===== config.mk =====
export PLATFORM = sky130hd
export DESIGN_NAME = hsi_to_rgb_winpaint
export DESIGN_NICKNAME = d
export VERILOG_FILES = /design/src/rtl/hsi_to_rgb_winpaint.sv
export SDC_FILE = /design/constraint.sdc
export NUM_CORES = 2
export LEC_CHECK = 0
export CAP_MARGIN = 25
export CORE_MARGIN = 2
export CORE_UTILIZATION = 60
export CTS_BUF_LIST = sky130_fd_sc_hd__clkbuf_4
export DETAILED_ROUTE_END_ITERATION = 7
export DONT_BUFFER_PORTS = 1
export HOLD_SLACK_MARGIN = 0.05
export PLACE_DENSITY = 0.87
export SYNTH_ARGS = -nofsm -noshare
export SYNTH_HDL_FRONTEND = slang
export SYNTH_SLANG_ARGS = --single-unit
export TNS_END_PERCENT = 100

===== constraint.sdc =====
create_clock -name clk -period 6.2 [get_ports clk]
set_input_delay 0.31 -clock clk [delete_from_list [all_inputs] [get_ports clk]]
set_output_delay 0.31 -clock clk [all_outputs]
set_load 0.1 [all_outputs]

===== src/rtl/hsi_to_rgb_winpaint.sv =====
// hsi_to_rgb_winpaint
//   Converts Windows-Paint scaled HSI (H 0..239, S 0..240, I 0..240) back to
//   8-bit RGB. Fully pipelined, one pixel per clock, fixed latency of 6 clocks
//   from the edge that samples HSIinEn=1 to the edge that raises RGBoutEn.
//   Out-of-range inputs are clamped (H to 239, S and I to 240).
//
// Optional feature macro: HSI2RGB_RANGE_CHECK_EN
//   When defined, adds RangeErr, high alongside RGBoutEn for a pixel whose
//   raw input was out of range.
//
// Ports
//   clk       in   system clock, rising edge
//   rst       in   synchronous active-high reset
//   Hin       in   [7:0] hue, 40 counts per sector
//   Sin       in   [7:0] saturation
//   Iin       in   [7:0] intensity
//   HSIinEn   in   input valid
//   R,G,B     out  [7:0] colour channels, held while RGBoutEn=0
//   RGBoutEn  out  output valid
//   RangeErr  out  out-of-range flag (HSI2RGB_RANGE_CHECK_EN only)
//
// Pipeline ranks
//   0: input capture   1: clamp, |2I-240|, sector k, offset g
//   2: Cw              3: mw, (Cw*g)>>3
//   4: Xw, sector mux  5: (c+mw)*255+28800, pre-shifted by 8
//   6: /225, output registers
module hsi_to_rgb_winpaint #(
  parameter int LATENCY = 6
) (
  input  logic       clk,
  input  logic       rst,
  input  logic [7:0] Hin,
  input  logic [7:0] Sin,
  input  logic [7:0] Iin,
  input  logic       HSIinEn,
  output logic [7:0] R,
  output logic [7:0] G,
  output logic [7:0] B,
  output logic       RGBoutEn
`ifdef HSI2RGB_RANGE_CHECK_EN
  ,
  output logic       RangeErr
`endif
);

  localparam int STAGES = 6;

  if (LATENCY != STAGES) begin : g_lat_chk
    $error("hsi_to_rgb_winpaint: LATENCY must be 6");
  end

  logic [STAGES:0] r_vld_pipe;

  // rank 0
  logic [7:0] r0_h, r0_s, r0_i;
  // rank 1
  logic [7:0] w1_h, w1_s, w1_i, w1_ad;
  logic [2:0] w1_k;
  logic [5:0] w1_f, w1_g;
  logic [7:0] r1_ad, r1_s, r1_i;
  logic [2:0] r1_k;
  logic [5:0] r1_g;
  // rank 2
  logic [7:0]  w2_cc;
  logic [15:0] w2_cw;
  logic [15:0] r2_cw;
  logic [7:0]  r2_i;
  logic [2:0]  r2_k;
  logic [5:0]  r2_g;
  // rank 3
  logic [15:0] w3_mw;
  logic [18:0] w3_cwy;
  logic [15:0] r3_cw, r3_mw;
  logic [18:0] r3_cwy;
  logic [2:0]  r3_k;
  // rank 4, channel index 2=R 1=G 0=B
  logic [15:0]       w4_xw;
  logic [2:0][15:0]  w4_c;
  logic [2:0][15:0]  r4_c;
  logic [15:0]       r4_mw;
  // rank 5
  logic [2:0][15:0]  w5_q, r5_q;
  // rank 6
  logic [2:0][7:0]   w6_o;

  // ---------------- rank 1 combinational ----------------
  assign w1_h = (r0_h > 8'd239) ? 8'd239 : r0_h;
  assign w1_s = (r0_s > 8'd240) ? 8'd240 : r0_s;
  assign w1_i = (r0_i > 8'd240) ? 8'd240 : r0_i;

  assign w1_ad = (w1_i >= 8'd120) ? 8'({w1_i, 1'b0} - 9'd240)
                                  : 8'(9'd240 - {w1_i, 1'b0});

  // Sector by compare chain; f is always < 40 so 6 bits of the difference suffice.
  always_comb begin
    w1_k = 3'd5;
    w1_f = 6'(w1_h - 8'd200);
    if (w1_h < 8'd40) begin
      w1_k = 3'd0;
      w1_f = w1_h[5:0];
    end else if (w1_h < 8'd80) begin
      w1_k = 3'd1;
      w1_f = 6'(w1_h - 8'd40);
    end else if (w1_h < 8'd120) begin
      w1_k = 3'd2;
      w1_f = 6'(w1_h - 8'd80);
    end else if (w1_h < 8'd160) begin
      w1_k = 3'd3;
      w1_f = 6'(w1_h - 8'd120);
    end else if (w1_h < 8'd200) begin
      w1_k = 3'd4;
      w1_f = 6'(w1_h - 8'd160);
    end
  end

  // Odd sectors ramp down, even sectors ramp up.
  assign w1_g = w1_k[0] ? 6'(6'd40 - w1_f) : w1_f;

  // ---------------- rank 2..6 combinational ----------------
  assign w2_cc = 8'd240 - r1_ad;
  assign w2_cw = {8'd0, w2_cc} * {8'd0, r1_s};

  assign w3_mw  = 16'(16'(r2_i) * 16'd240) - {1'b0, r2_cw[15:1]};
  // Cw*g/40 = ((Cw*g)>>3)/5; the >>3 happens here to keep the register narrow.
  assign w3_cwy = 19'((22'(r2_cw) * 22'(r2_g)) >> 3);

  // y/5 == (y*419431)>>21 exactly for y < 699050; y here is below 288001.
  assign w4_xw = 16'((37'(r3_cwy) * 37'd419431) >> 21);

  always_comb begin
    w4_c = '0;
    case (r3_k)
      3'd0:    w4_c = {r3_cw, w4_xw, 16'd0};
      3'd1:    w4_c = {w4_xw, r3_cw, 16'd0};
      3'd2:    w4_c = {16'd0, r3_cw, w4_xw};
      3'd3:    w4_c = {16'd0, w4_xw, r3_cw};
      3'd4:    w4_c = {w4_xw, 16'd0, r3_cw};
      3'd5:    w4_c = {r3_cw, 16'd0, w4_xw};
      default: w4_c = '0;
    endcase
  end

  // 57600 = 256*225: drop 8 bits here (exact for floor), divide by 225 next rank.
  always_comb begin
    for (int c = 0; c < 3; c++)
      w5_q[c] = 16'((((24'(r4_c[c]) + 24'(r4_mw)) * 24'd255) + 24'd28800) >> 8);
  end

  // q/225 == (q*74566)>>24 exactly for q < 125203; q here is at most 57487.
  always_comb begin
    for (int c = 0; c < 3; c++)
      w6_o[c] = 8'((33'(r5_q[c]) * 33'd74566) >> 24);
  end

  // ---------------- datapath registers (qualified by valid bits) ----------------
  always_ff @(posedge clk) begin
    r0_h  <= Hin;
    r0_s  <= Sin;
    r0_i  <= Iin;
    r1_ad <= w1_ad;
    r1_s  <= w1_s;
    r1_i  <= w1_i;
    r1_k  <= w1_k;
    r1_g  <= w1_g;
    r2_cw <= w2_cw;
    r2_i  <= r1_i;
    r2_k  <= r1_k;
    r2_g  <= r1_g;
    r3_cw  <= r2_cw;
    r3_mw  <= w3_mw;
    r3_cwy <= w3_cwy;
    r3_k   <= r2_k;
    r4_c  <= w4_c;
    r4_mw <= r3_mw;
    r5_q  <= w5_q;
  end

  // ---------------- valid pipe and outputs ----------------
  always_ff @(posedge clk) begin
    if (rst) begin
      r_vld_pipe <= '0;
      R <= 8'd0;
      G <= 8'd0;
      B <= 8'd0;
    end else begin
      r_vld_pipe <= {r_vld_pipe[STAGES-1:0], HSIinEn};
      if (r_vld_pipe[STAGES-1]) begin
        R <= w6_o[2];
        G <= w6_o[1];
        B <= w6_o[0];
      end
    end
  end

  assign RGBoutEn = r_vld_pipe[STAGES];

`ifdef HSI2RGB_RANGE_CHECK_EN
  logic             w1_err;
  logic [STAGES-1:1] r_err_pipe;

  assign w1_err = (r0_h > 8'd239) | (r0_s > 8'd240) | (r0_i > 8'd240);

  always_ff @(posedge clk) begin
    r_err_pipe <= {r_err_pipe[STAGES-2:1], w1_err};
  end

  always_ff @(posedge clk) begin
    if (rst) RangeErr <= 1'b0;
    else     RangeErr <= r_vld_pipe[STAGES-1] & r_err_pipe[STAGES-1];
  end
`endif

endmodule


==> run_results.csv <==
group,metric,value,unit
die,core_region_area,67500,um^2
timing,fmax,143,MHz
die,die_height,266,um
timing,finalWorstSetupSlack,-800,ps
timing,tightestPinTransition,1150,ps
worst_setup_path,crit_arrival,7770,ps
clocking,cts_made_buffers,75,
worst_setup_path,cp-start-kind,"flip-flop",
die,io-pin-count,52,
timing,period_needed,7000,ps
logic_synthesis,syn_nets,5718,
job,cap_violations,0,
logic_synthesis,syn_area,41100,um^2
detailed_routing,post_drt_wl_per_cell,21.5,um
status,status,"complete, but fails checks",
clocking,clockBufferDepth,3,
logic_synthesis,synthArstFlopShare,0,
logic_synthesis,synth-edff-count,0,
timing,setup_viol,35,
clocking,clk_pin_slew,70,ps
timing,rsz0062_at_grt,"yes",
worst_setup_path,cp_max_fo,8,
detailed_routing,drc_errors,47,
clocking,cts_sinks,282,
timing,hold_viol_final,0,
logic_synthesis,netlist.area_leader.share,0.292,
final_layout,layout-drive-gt1-share,0.143,
worst_setup_path,cp.depth,27,
worst_setup_path,cp_slowest_stage_delay,740,ps
grt,grtUsageTotal,0.297,
timing,min_period_over_period,1.13,
place,pre_cts_ws,-510,ps
place,placed_cells,5236,
logic_synthesis,synth.most_common_cell,"inv_1",
die,row_count,95,
clocking,cts_tree,"built",
min_path,hold_path_class,"in -> reg",
min_path,hold_path_depth,2,
timing,slew_viol_final,0,
timing,maxSlewHeadroom,0.231,
logic_synthesis,synth_commonest_cells,"1027 x inv_1, 901 x ha_1, 599 x fa_1",
die,die_area,70600,um^2
worst_setup_path,crit_path_end_kind,"flip-flop",
logic_synthesis,yosysTopAreaCell,"fa_1",
worst_setup_path,crit_slowest_cell,"fa_1",
logic_synthesis,ys_warn_count,0,
detailed_routing,drtAntennaViolNets,0,
final_layout,area_growth,14.7,%
clocking,cts-root-buf,"clkbuf_4",
worst_setup_path,critical_path_buf_inv_count,4,
detailed_routing,drt_iter0_markers,3047,
die,start_util,0.609,
detailed_routing,vias,33039,
logic_synthesis,ys_ff_latch,282,
grt,grt_max_degree,41,
place,gp_congestion,0.940,
detailed_routing,wl,118,mm
detailed_routing,routed_via_density,6.00,
logic_synthesis,synth.avg_cell_area,9.81,um^2
grt,antenna_found_initial,6,
die,die_w,266,um
clocking,clock_latency,940,ps
worst_setup_path,path_class,"reg -> reg",
worst_setup_path,worstRegToRegCells,27,
logic_synthesis,ys_top_cells_by_area,"fa_1 29%, ha_1 27%, dfxtp_1 14%",
logic_synthesis,ys_types,84,
final_layout,nNetsFinal,6090,
logic_synthesis,postSynthCellCount,4191,
timing,holdWs,104,ps
timing,skew,72.0,ps
final_layout,stdcell_count,5502,
worst_setup_path,required,6970,ps
detailed_routing,drt_pass1_iterations,8,
logic_synthesis,synth_flop_cell,"dfxtp_1",
place,place_hpwl,78.1,mm
place,io_buffer_count,0,
worst_setup_path,critPathTopFamily,"adder cells",
grt,grt_pass1_wl,169,mm
status,violations,"design-rule violations, negative setup slack",
grt,gr-total-overflow,0,
worst_setup_path,crit_top_cell,"fa_1",
logic_synthesis,synth_seq_area_share,0.137,
clocking,htree_levels,3,
grt,first_global_vias,35039,
## path summary, 6_finish.rpt
| path | startpoint | end | slack [ps] |
|---|---|---|---|
| worst max-delay path | r4_mw[1] | r5_q[25] | -800 |
| worst min-delay path | HSIinEn | r_vld_pipe[0] | 100 |
| worst max register to register | r4_mw[1] | r5_q[25] | -800 |
| worst min register to register | r1_i[6] | r2_i[6] | 300 |
## sequential cells by signal (all words and copies together), names as in the netlist, 6 cells and up
name        flops
B               8
r1_g            6
G               8
R               8
r2_i            8
r1_i            8
r3_cwy         19
r3_mw          16
r4_mw          16
r2_cw          15
r1_s            8
r5_q           48
r2_g            6
r0_s            8
r1_ad           6
r4_c           48
r0_h            8
r0_i            8
r_vld_pipe      7
r3_cw          14
## timing repair
action | in CTS | in global routing
hold buffers | 52 | 0
buffers inserted | 37 | 32
gates resized for setup | 108 | 167
setup endpoints to repair | 43 | 88
pin swaps | 73 | 129
gates cloned | 0 | 0
hold endpoints to repair | 55 | 0
## area by class of cell
cell class,count,area [um^2]
Tap cell,873,1090
Clock inverter,42,314
Timing Repair Buffer,336,2700
Clock buffer,92,691
Antenna cell,9,22.5
Fill cell,4092,20400
Sequential cell,282,5680
Multi-Input combinational cell,2840,32800
Inverter,1028,3860
## routing by layer
layer,routed length [um],vias up,GRT usage
li1,-,14122,-
met1,39600,15874,0.327
met2,57300,2078,0.547
met3,10900,959,0.0515
met4,10500,6,0.158
met5,39,-,0
## layout by cell type, fill, tap and decap left out, drive strengths merged, types with 27 or more instances in the layout
| cell | count |
|---|---|
| and2 | 72 |
| inv | 1030 |
| mux2i | 27 |
| nor2b | 33 |
| nor2 | 154 |
| nor3 | 33 |
| ha | 901 |
| xor2 | 57 |
| a21o | 51 |
| clkbuf | 93 |
| buf | 284 |
| o21ai | 78 |
| fa | 599 |
| xnor2 | 136 |
| a21oi | 145 |
| dfxtp | 282 |
| nand2 | 232 |
| nand3 | 38 |
| dlygate4sd3 | 51 |
| clkinv | 33 |
## worst reg2reg max path: stages, from the launching register on
cell,delay (ps)
dfxtp_2,360
buf_4,140
ha_1,260
a21o_1,190
a21oi_2,140
o21ai_0,100
a21oi_1,280
o21ai_1,210
nand4_1,220
nand3b_1,250
xor2_1,240
buf_4,230
fa_1,740
fa_1,500
fa_1,500
inv_1,50
fa_1,500
inv_1,50
ha_1,320
o21ai_1,210
nand2b_1,100
a21o_1,240
and3_4,210
o21a_1,220
nor2_2,140
nor2b_1,60
nor3_1,290
a211oi_1,100
## kinds of logic after synthesis
logic type	synth area share
compound gates	0.0745
xor+xnor	0.0411
fa+ha+maj	0.566
buf+inv	0.0977
flops	0.137
mux	0.00685
simple gates	0.0763
## stage by stage
step,setup TNS [ps],instance area (um^2),utilization
after floorplan,0,41200,-
after global placement,-731,43800,0.648
after detailed placement,-5560,43800,0.648
after CTS,-800,46100,0.682
after global routing,-17510,47100,0.698
final,-12630,47100,0.698
Power is not shown: default switching activity piles up to over one toggle a cycle in this logic, so the estimate is an artifact.
